`src/rtl/button_event_encoder.sv`:
```
// -----------------------------------------------------------------------------
// button_event_encoder
//
// Purpose:
//   Turns four debounced button levels into discrete press events, each
//   carrying a 2-bit button code. Events are queued in a small FIFO and
//   handed to the game controller over a valid/ready handshake, so presses
//   made while the controller is busy are not lost.
//
// Configuration macro:
//   BTN_EVT_LOCKOUT_EN  defined     -> lockout FSM present. Only one event is
//                                      produced per press-and-release-all cycle.
//                       not defined -> no FSM and busy is tied 0. Every
//                                      qualified rising edge is accepted.
//
// Parameters:
//   DEPTH     FIFO entries; a power of two, >= 2.
//
// Ports:
//   clock     in   1                system clock, rising edge
//   reset_n   in   1                synchronous, active-low reset
//   btn       in   4                debounced levels; index = button code
//   enable    in   1                high = accept new presses
//   flush     in   1                empty the FIFO and clear overflow
//   ev_ready  in   1                consumer accepts the head event
//   ev_valid  out  1                FIFO not empty
//   ev_code   out  2                code at the FIFO head (registered)
//   ev_count  out  log2(DEPTH)+1    number of entries held
//   overflow  out  1                sticky; a press was dropped because full
//   busy      out  1                lockout FSM in HELD
// -----------------------------------------------------------------------------
module button_event_encoder #(
   parameter int DEPTH = 4
) (
   input  logic                     clock,
   input  logic                     reset_n,
   input  logic [3:0]               btn,
   input  logic                     enable,
   input  logic                     flush,
   input  logic                     ev_ready,
   output logic                     ev_valid,
   output logic [1:0]               ev_code,
   output logic [$clog2(DEPTH):0]   ev_count,
   output logic                     overflow,
   output logic                     busy
);

   localparam int PW = $clog2(DEPTH);
   localparam int CW = PW + 1;

   // ---------------------------------------------------------------------
   // Edge detection and priority encoding
   // ---------------------------------------------------------------------
   logic [3:0] btn_prev_q;
   logic [3:0] rise;
   logic [1:0] push_code;

   assign rise = btn & ~btn_prev_q;

   // Lowest index wins; the scan runs high to low so the last hit is lowest.
   always_comb begin
      push_code = 2'd0;
      for (int i = 3; i >= 0; i--) begin
         if (rise[i]) begin
            push_code = i[1:0];
         end
      end
   end

   // Reset loads all ones so a button held through reset does not look like
   // a fresh press on the first cycle after reset.
   always_ff @(posedge clock) begin
      if (!reset_n) begin
         btn_prev_q <= 4'b1111;
      end else begin
         btn_prev_q <= btn;
      end
   end

   // ---------------------------------------------------------------------
   // Lockout FSM
   // ---------------------------------------------------------------------
   logic lockout_idle;
   logic accept;

   assign accept = (|rise) && enable && !flush && lockout_idle;

`ifdef BTN_EVT_LOCKOUT_EN
   localparam logic [0:0] ST_IDLE = 1'b0;
   localparam logic [0:0] ST_HELD = 1'b1;

   logic [0:0] state_q;
   logic [0:0] state_d;

   // Release is checked regardless of enable/flush so a held lockout always
   // clears once every button is up.
   always_comb begin
      state_d = state_q;
      case (state_q)
         ST_IDLE: if (accept)        state_d = ST_HELD;
         ST_HELD: if (btn == 4'b0000) state_d = ST_IDLE;
         default:                    state_d = ST_IDLE;
      endcase
   end

   always_ff @(posedge clock) begin
      if (!reset_n) begin
         state_q <= ST_IDLE;
      end else begin
         state_q <= state_d;
      end
   end

   assign lockout_idle = (state_q == ST_IDLE);
   assign busy         = (state_q == ST_HELD);
`else
   assign lockout_idle = 1'b1;
   assign busy         = 1'b0;
`endif

   // ---------------------------------------------------------------------
   // FIFO
   // ---------------------------------------------------------------------
   logic [1:0]    mem_q [DEPTH];
   logic [PW-1:0] wr_ptr_q;
   logic [PW-1:0] rd_ptr_q;
   logic [PW-1:0] rd_ptr_inc;
   logic [CW-1:0] count_q;
   logic [CW-1:0] count_d;
   logic          overflow_q;
   logic [1:0]    head_q;
   logic [1:0]    head_d;

   logic empty;
   logic full;
   logic pop;
   logic push;
   logic drop;

   assign empty      = (count_q == '0);
   assign full       = (count_q == CW'(DEPTH));
   assign pop        = ev_ready && !empty;
   // A pop in the same cycle frees the slot, so a full FIFO can still push.
   assign push       = accept && (!full || pop);
   assign drop       = accept && full && !pop;
   assign rd_ptr_inc = rd_ptr_q + PW'(1);

   always_comb begin
      count_d = count_q;
      case ({push, pop})
         2'b10:   count_d = count_q + CW'(1);
         2'b01:   count_d = count_q - CW'(1);
         default: count_d = count_q;
      endcase
   end

   // The head is kept in its own register so a freshly pushed code is on
   // ev_code one edge after the press. When popping with two or more entries
   // the next head is already in storage at rd+1 (never the slot being
   // written this cycle); otherwise it is the code being pushed.
   always_comb begin
      head_d = head_q;
      if (pop) begin
         if (count_q > CW'(1)) begin
            head_d = mem_q[rd_ptr_inc];
         end else if (push) begin
            head_d = push_code;
         end
      end else if (empty && push) begin
         head_d = push_code;
      end
   end

   // Storage has no reset; occupancy is tracked by the pointers and count.
   always_ff @(posedge clock) begin
      if (push) begin
         mem_q[wr_ptr_q] <= push_code;
      end
   end

   // flush never coincides with push (accept is gated by it) and overrides a
   // same-cycle pop.
   always_ff @(posedge clock) begin
      if (!reset_n) begin
         wr_ptr_q   <= '0;
         rd_ptr_q   <= '0;
         count_q    <= '0;
         overflow_q <= 1'b0;
         head_q     <= 2'd0;
      end else if (flush) begin
         wr_ptr_q   <= '0;
         rd_ptr_q   <= '0;
         count_q    <= '0;
         overflow_q <= 1'b0;
         head_q     <= 2'd0;
      end else begin
         if (push) begin
            wr_ptr_q <= wr_ptr_q + PW'(1);
         end
         if (pop) begin
            rd_ptr_q <= rd_ptr_inc;
         end
         if (drop) begin
            overflow_q <= 1'b1;
         end
         count_q <= count_d;
         head_q  <= head_d;
      end
   end

   assign ev_valid = !empty;
   assign ev_code  = head_q;
   assign ev_count = count_q;
   assign overflow = overflow_q;

endmodule

```
`config.mk`:
```
export PLATFORM = sky130hd
export DESIGN_NAME = button_event_encoder
export DESIGN_NICKNAME = d
export VERILOG_FILES = /design/src/rtl/button_event_encoder.sv
export SDC_FILE = /design/constraint.sdc
export NUM_CORES = 1
export LEC_CHECK = 0
export ABC_AREA = 1
export ABC_CLOCK_PERIOD_IN_PS = 2050
export CORE_MARGIN = 2
export CORE_UTILIZATION = 32
export CTS_BUF_LIST = sky130_fd_sc_hd__clkbuf_2 sky130_fd_sc_hd__clkbuf_4 sky130_fd_sc_hd__clkbuf_8
export DETAILED_ROUTE_END_ITERATION = 12
export GPL_ROUTABILITY_DRIVEN = 0
export GPL_TIMING_DRIVEN = 0
export PLACE_DENSITY = 0.56
export SYNTH_ARGS = -nofsm -noshare
export SYNTH_HDL_FRONTEND = slang
export SYNTH_SLANG_ARGS = --single-unit
```
`constraint.sdc`:
```
create_clock -name clock -period 2.05 [get_ports clock]
set_input_delay 0.5125 -clock clock [delete_from_list [all_inputs] [get_ports clock]]
set_output_delay 0.5125 -clock clock [all_outputs]
set_load 0.02 [all_outputs]
```
==> flow_metrics.env, run 1 <==
export IMPL_r2r_setup_slack_ps=470
export IMPL_startpoint_type="register"
export IMPL_insertion_delay_ps=270
export IMPL_max_freq_ghz=0.517
export IMPL_final_nets=188
export IMPL_synth_top_area_share_pct=23.4
export IMPL_placed_cell_area_mm2=0.00141
export IMPL_worst_pin_slew_ps=605
export IMPL_grt_ovfl_total=0
export IMPL_tritoncts="done"
export IMPL_die_width_um=65.2
export IMPL_ys_flop_type="dfxtp_1"
export IMPL_synth_most_common_cell="nand2_1"
export IMPL_r2r_start="ev_count[0]$_SDFFE_PP0P_"
export IMPL_cp_startpoint="ev_count[0]$_SDFFE_PP0P_"
export IMPL_crit_end="ev_valid"
export IMPL_postRouteAntennaNets=0
export IMPL_cts_buffers=3
export IMPL_syn_to_final_growth_pct=23.6
export IMPL_critPathBufInv=2
export IMPL_max_stage_delay_ps=390
export IMPL_antenna_found_initial=0
export IMPL_initial_core_util_pct=33.0
export IMPL_portBuffers=15
export IMPL_drt_initial_drc_count=29
export IMPL_timing_final_hold_violations=0
export IMPL_yosysSeqAreaShare_pct=43.4
export IMPL_min_period_over_period_pct=94.4
export IMPL_syn_avg_cell_area_um2=7.94
export IMPL_yosys_area_top_type="dfxtp_1"
export IMPL_crit_type="register to primary output"
export IMPL_critPathRequiredTime_ps=1540
export IMPL_worst_path_stages=4
export IMPL_num_vias=943
export IMPL_cts_sink_count=22
export IMPL_drt_wirelength_per_cell_um=10.2
export IMPL_synth_cell_types=25
export IMPL_maxSlewViolCount=0
export IMPL_routed_via_density=4.33
export IMPL_fin_util_pct=40.8
export IMPL_dp_hpwl_um=1720
export IMPL_synth_edf_count=8
export IMPL_synthArstFlopShare_pct=0
export IMPL_final_cell_area_mm2=0.00148
export IMPL_synthTopCellsByCount="35 x nand2_1, 26 x inv_1, 16 x nor2_1, 14 x dfxtp_1"
export IMPL_skew_ps=3.36
export IMPL_p_leak_nw=0.696
export IMPL_clockBufferDepth=2
export IMPL_grt_pass1_wl_um=3860
export IMPL_worstPathMaxFanout=6
export IMPL_period_minus_slack_ps=1940
export IMPL_ys_seq_elements=22
export IMPL_row_count=22
export IMPL_syn_nets=168
export IMPL_dp_cells=214
export IMPL_synth_area_leaders="dfxtp_1 23%, edfxtp_1 20%, nand2_1 11%"
export IMPL_fp_dieH_um=65.2
export IMPL_reg2reg_depth=7
export IMPL_slew_headroom_pct=59.3
export IMPL_cpMaxStageDelayCell="dfxtp_2"
export IMPL_grt_pass1_vias=887
export IMPL_syn_area_mm2=0.00120
export IMPL_die_area_mm2=0.00425
export IMPL_remaining_drc_errors=0
export IMPL_fin_cells=218
export IMPL_clk_pin_slew_worst_paths_ps=90
export IMPL_r2r_end="mem_q[3][0]$_DFFE_PP_"
export IMPL_cp_top_family="flip-flops"
export IMPL_drtPass1Iterations=4
export IMPL_crit_chain="inv_1 -> ha_1 -> nand2_4 -> clkdlybuf4s15_1"
export IMPL_hp_class="register to register"
export IMPL_ys_warn_count=0
export IMPL_cap_viol_max_count=0
export IMPL_vdd_drop_max_v=0.000476
export IMPL_whs_ps=471
export IMPL_antennaDiodeCount=0
export IMPL_drt_total_wl_um=2220
export IMPL_htreeDepth=1
export IMPL_final_layout_size_suffix_gt1_share_pct=9.41
export IMPL_cp_data_arrival_time_ps=1420
export IMPL_p_per_area_mw_per_mm2=683
export IMPL_status="completed"
export IMPL_root_buffer="clkbuf_8"
export IMPL_setup_viol=0
export IMPL_netlist_instances=151
export IMPL_rsz0062_at_grt="no"
export IMPL_core_mm2=0.00363
export IMPL_num_io_pins=17
export IMPL_grt_max_degree=14
export IMPL_grt_usage_pct=11.8
export IMPL_end_kind="primary output"
==> worst min path at each step <==
stage	startpoint	endpoint	cells past startpoint
after global routing	overflow$_SDFFE_PP0P_	overflow$_SDFFE_PP0P_	1
after global placement	overflow$_SDFFE_PP0P_	overflow$_SDFFE_PP0P_	1
after CTS	overflow$_SDFFE_PP0P_	overflow$_SDFFE_PP0P_	1
final	overflow$_SDFFE_PP0P_	overflow$_SDFFE_PP0P_	1
after floorplan	wr_ptr_q[1]$_SDFFE_PP0P_	wr_ptr_q[1]$_SDFFE_PP0P_	2
after detailed placement	overflow$_SDFFE_PP0P_	overflow$_SDFFE_PP0P_	1
==> through the flow <==
step	setup slack [ps]	power (mW)	TNS, ps
3_3_place_gp	18.4	0.605	0
2_1_floorplan	375	0.562	0
6_report	114	1.01	0
4_1_cts	11.1	1.02	0
5_1_grt	20.8	1.07	0
3_5_place_dp	-36.0	0.608	-165
==> logic make-up (layout without fill, tap and decap cells) <==
group | after synthesis | count (layout) | synth area share (%)
other | 1 | 1 | 0.313
buffers and inverters | 30 | 49 | 10.3
adder cells (fa/ha/maj) | 8 | 8 | 8.35
AND/OR/NAND/NOR | 70 | 70 | 27.0
XOR/XNOR | 2 | 2 | 1.46
AO/OA/AOI/OAI | 18 | 18 | 9.08
flip-flops | 22 | 22 | 43.4
==> layout by cell type, fill, tap and decap left out, types with 2 or more instances in the layout <==
cell | netlist | layout
nand3_1 | 8 | 8
a21oi_1 | 6 | 6
nand2_4 | 2 | 2
nand4_1 | 2 | 2
inv_1 | 26 | 26
o21ai_0 | 8 | 8
nor2_1 | 16 | 16
clkdlybuf4s50_1 | 0 | 14
edfxtp_1 | 8 | 8
clkbuf_8 | 0 | 3
nand2_2 | 3 | 3
nand2_1 | 35 | 35
dfxtp_1 | 14 | 13
ha_1 | 8 | 8
xor2_1 | 2 | 2
inv_2 | 2 | 2
==> where the power goes <==
group	switching, mW	internal [mW]
sequential	0.00636	0.464
clock	0.154	0.261
combinational	0.0756	0.0510
total	0.236	0.776
==> sequential cells by signal, indices dropped and copies added (netlist names) <==
register    cells
mem_q           8
btn_prev_q      4
ev_count        3
ev_code         2
rd_ptr_q        2
wr_ptr_q        2
overflow        1
==> layer usage <==
| metal | global-route usage [%] | up-vias | part of all wire [%] |
|---|---|---|---|
| li1 | - | 507 | - |
| met1 | 13.8 | 410 | 44 |
| met2 | 20.2 | 22 | 49 |
| met3 | 3.77 | 4 | 5.6 |
| met4 | 4.69 | 0 | 1.8 |
| met5 | 0 | - | 0 |
==> what timing repair did <==
item | 4_1_cts | 5_1_grt
pin swaps | 0 | 0
gates resized for setup | 1 | 2
buffers inserted | 0 | 0
endpoints found under the setup margin | 1 | 1
endpoints found under the hold margin | 0 | 0
hold buffers | 0 | 0
==> worst reg2reg max path, stage by stage (launching register included) <==
cell,delay [ps]
dfxtp_2,390
inv_1,90
ha_1,250
nand2_4,120
nand2_8,80
inv_8,90
o21ai_4,80
nor2_1,190
==> area by class of cell <==
class / instances / area, um2
Buffer: 1 / 7.51
Fill cell: 390 / 2150
Clock buffer: 3 / 41.3
Timing Repair Buffer: 15 / 150
Inverter: 29 / 116
Sequential cell: 22 / 522
Multi-Input combinational cell: 99 / 554
Clock inverter: 1 / 30.0
Tap cell: 48 / 60.1
No activity file was read; power rests on OpenSTA's default activity.
==> run 2: changes to the inputs <==
--- a/config.mk
+++ b/config.mk
@@ -8,12 +8,12 @@
 export ABC_AREA = 1
 export ABC_CLOCK_PERIOD_IN_PS = 2050
 export CORE_MARGIN = 2
-export CORE_UTILIZATION = 32
+export CORE_UTILIZATION = 50
 export CTS_BUF_LIST = sky130_fd_sc_hd__clkbuf_2 sky130_fd_sc_hd__clkbuf_4 sky130_fd_sc_hd__clkbuf_8
 export DETAILED_ROUTE_END_ITERATION = 12
 export GPL_ROUTABILITY_DRIVEN = 0
 export GPL_TIMING_DRIVEN = 0
-export PLACE_DENSITY = 0.56
+export PLACE_DENSITY = 0.78
 export SYNTH_ARGS = -nofsm -noshare
 export SYNTH_HDL_FRONTEND = slang
 export SYNTH_SLANG_ARGS = --single-unit
==> run 2 against run 1 <==
Against the previous run:
- register-to-register slack is essentially flat
- core utilization grew 23 points
- global-route usage grew 5.2 points
==> flow_metrics.env, run 2 (same netlist as run 1, synthesis figures left out) <==
export IMPL_clockBufferDepth=2
export IMPL_num_io_pins=17
export IMPL_cp_data_arrival_time_ps=1440
export IMPL_max_stage_delay_ps=650
export IMPL_clk_pin_slew_worst_paths_ps=130
export IMPL_final_nets=188
export IMPL_hp_class="register to register"
export IMPL_cp_top_family="buffers and inverters"
export IMPL_dp_cells=194
export IMPL_slew_headroom_pct=60.6
export IMPL_htreeDepth=1
export IMPL_setup_tns_ps=0
export IMPL_die_area_mm2=0.00280
export IMPL_dp_hpwl_um=1530
export IMPL_final_cell_area_mm2=0.00143
export IMPL_die_width_um=53.0
export IMPL_final_common_cell="nand2_1"
export IMPL_initial_core_util_pct=53.7
export IMPL_portBuffers=15
export IMPL_layout_common_cells="35 x nand2_1, 26 x inv_1, 16 x nor2_1"
export IMPL_crit_type="register to primary output"
export IMPL_remaining_drc_errors=0
export IMPL_grt_pass1_wl_um=3330
export IMPL_max_freq_ghz=0.511
export IMPL_cap_viol_max_count=0
export IMPL_timing_final_hold_violations=0
export IMPL_p_leak_nw=0.688
export IMPL_worstPathMaxFanout=5
export IMPL_worst_pin_slew_ps=586
export IMPL_drt_wirelength_per_cell_um=10.2
export IMPL_finalPower_mw=0.930
export IMPL_drt_total_wl_um=2030
export IMPL_syn_to_final_growth_pct=19.5
export IMPL_cts_sink_count=22
export IMPL_antenna_found_initial=0
export IMPL_drt_initial_drc_count=13
export IMPL_routed_via_density=4.84
export IMPL_min_period_over_period_pct=95.4
export IMPL_grt_max_degree=14
export IMPL_num_vias=959
export IMPL_postRouteAntennaNets=0
export IMPL_met1_usage_pct=19.5
export IMPL_critPathBufInv=1
export IMPL_rsz0062_at_grt="no"
export IMPL_cts_buffers=3
export IMPL_critPathRequiredTime_ps=1540
export IMPL_grt_pass1_vias=817
export IMPL_setup_viol=0
export IMPL_maxSlewViolCount=0
export IMPL_root_buffer="clkbuf_4"
export IMPL_fp_dieH_um=53.0
export IMPL_final_layout_size_suffix_gt1_share_pct=10.0
export IMPL_period_minus_slack_ps=1960
export IMPL_largest_reg_flops=8
export IMPL_skew_ps=5.78
export IMPL_startpoint_type="register"
export IMPL_grt_ovfl_total=0
export IMPL_status="completed"
export IMPL_cpMaxStageDelayCell="clkdlybuf4s50_1"
export IMPL_crit_chain="clkdlybuf4s50_1"
export IMPL_drtPass1Iterations=4
export IMPL_end_kind="primary output"
export IMPL_tritoncts="done"
export IMPL_row_count=17
export IMPL_post_cts_buffers=0
export IMPL_met3_usage_pct=3.39
export IMPL_fin_cells=198
export IMPL_p_per_area_mw_per_mm2=649
export IMPL_grt_busiest_layer="met2"
export IMPL_largest_register="mem_q"
export IMPL_grt_usage_pct=17.0
export IMPL_grt_use_met2_pct=29.0
export IMPL_antennaDiodeCount=0
export IMPL_vdd_drop_max_v=0.000518
export IMPL_core_mm2=0.00223
export IMPL_placed_cell_area_mm2=0.00138
export IMPL_insertion_delay_ps=320
export IMPL_hold_buffers=0
run 2: cell count changes in the layout (fill, tap and decap cells not counted), sizes merged:
cell,delta
clkbuf,+1
clkdlybuf4s15,-1
run 2: routing by layer:
metal  share of wire [%]  wire length (um)  vias to the layer above
li1                    -                 -                      507
met1                  45               905                      423
met2                  48               976                       24
met3                 4.6                93                        5
met4                 2.6                52                        0
met5                   0                 0                        -
run 2: repair_timing:
| action | CTS | global route |
|---|---|---|
| pin swaps | 0 | 0 |
| setup endpoints to repair | 1 | 1 |
| resized for setup | 2 | 2 |
run 2: cell type report:
type	instances	area, um2
Fill cell	195	801
Multi-Input combinational cell	99	554
Inverter	29	116
Clock buffer	3	22.5
Clock inverter	1	30.0
Tap cell	28	35.0
Timing Repair Buffer	15	145
Sequential cell	22	522
Buffer	1	7.51
run 2: power by group:
| group | internal, mW | switching (mW) |
|---|---|---|
| sequential | 0.464 | 0.00627 |
| combinational | 0.0498 | 0.0748 |
| clock | 0.198 | 0.138 |
run 2: final timing paths:
kind              cells after the start                      from               endpoint  slack, ps
setup / recovery                      1  ev_count[2]$_SDFFE_PP0P_            ev_count[2]         90
hold / removal                        1     overflow$_SDFFE_PP0P_  overflow$_SDFFE_PP0P_        510
setup reg to reg                      7  ev_count[1]$_SDFFE_PP0P_  mem_q[2][1]$_DFFE_PP_        480
hold reg to reg                       1     overflow$_SDFFE_PP0P_  overflow$_SDFFE_PP0P_        510
run 2: stage by stage:
step           setup WS, ps  utilization [%]  hold slack, ps
2_1_floorplan           375                -             490
5_1_grt                22.8             64.1             538
3_3_place_gp           40.5             62.0             451
3_5_place_dp           37.1             62.0             489
6_report               94.7             64.1             513
4_1_cts                17.2             64.3             519
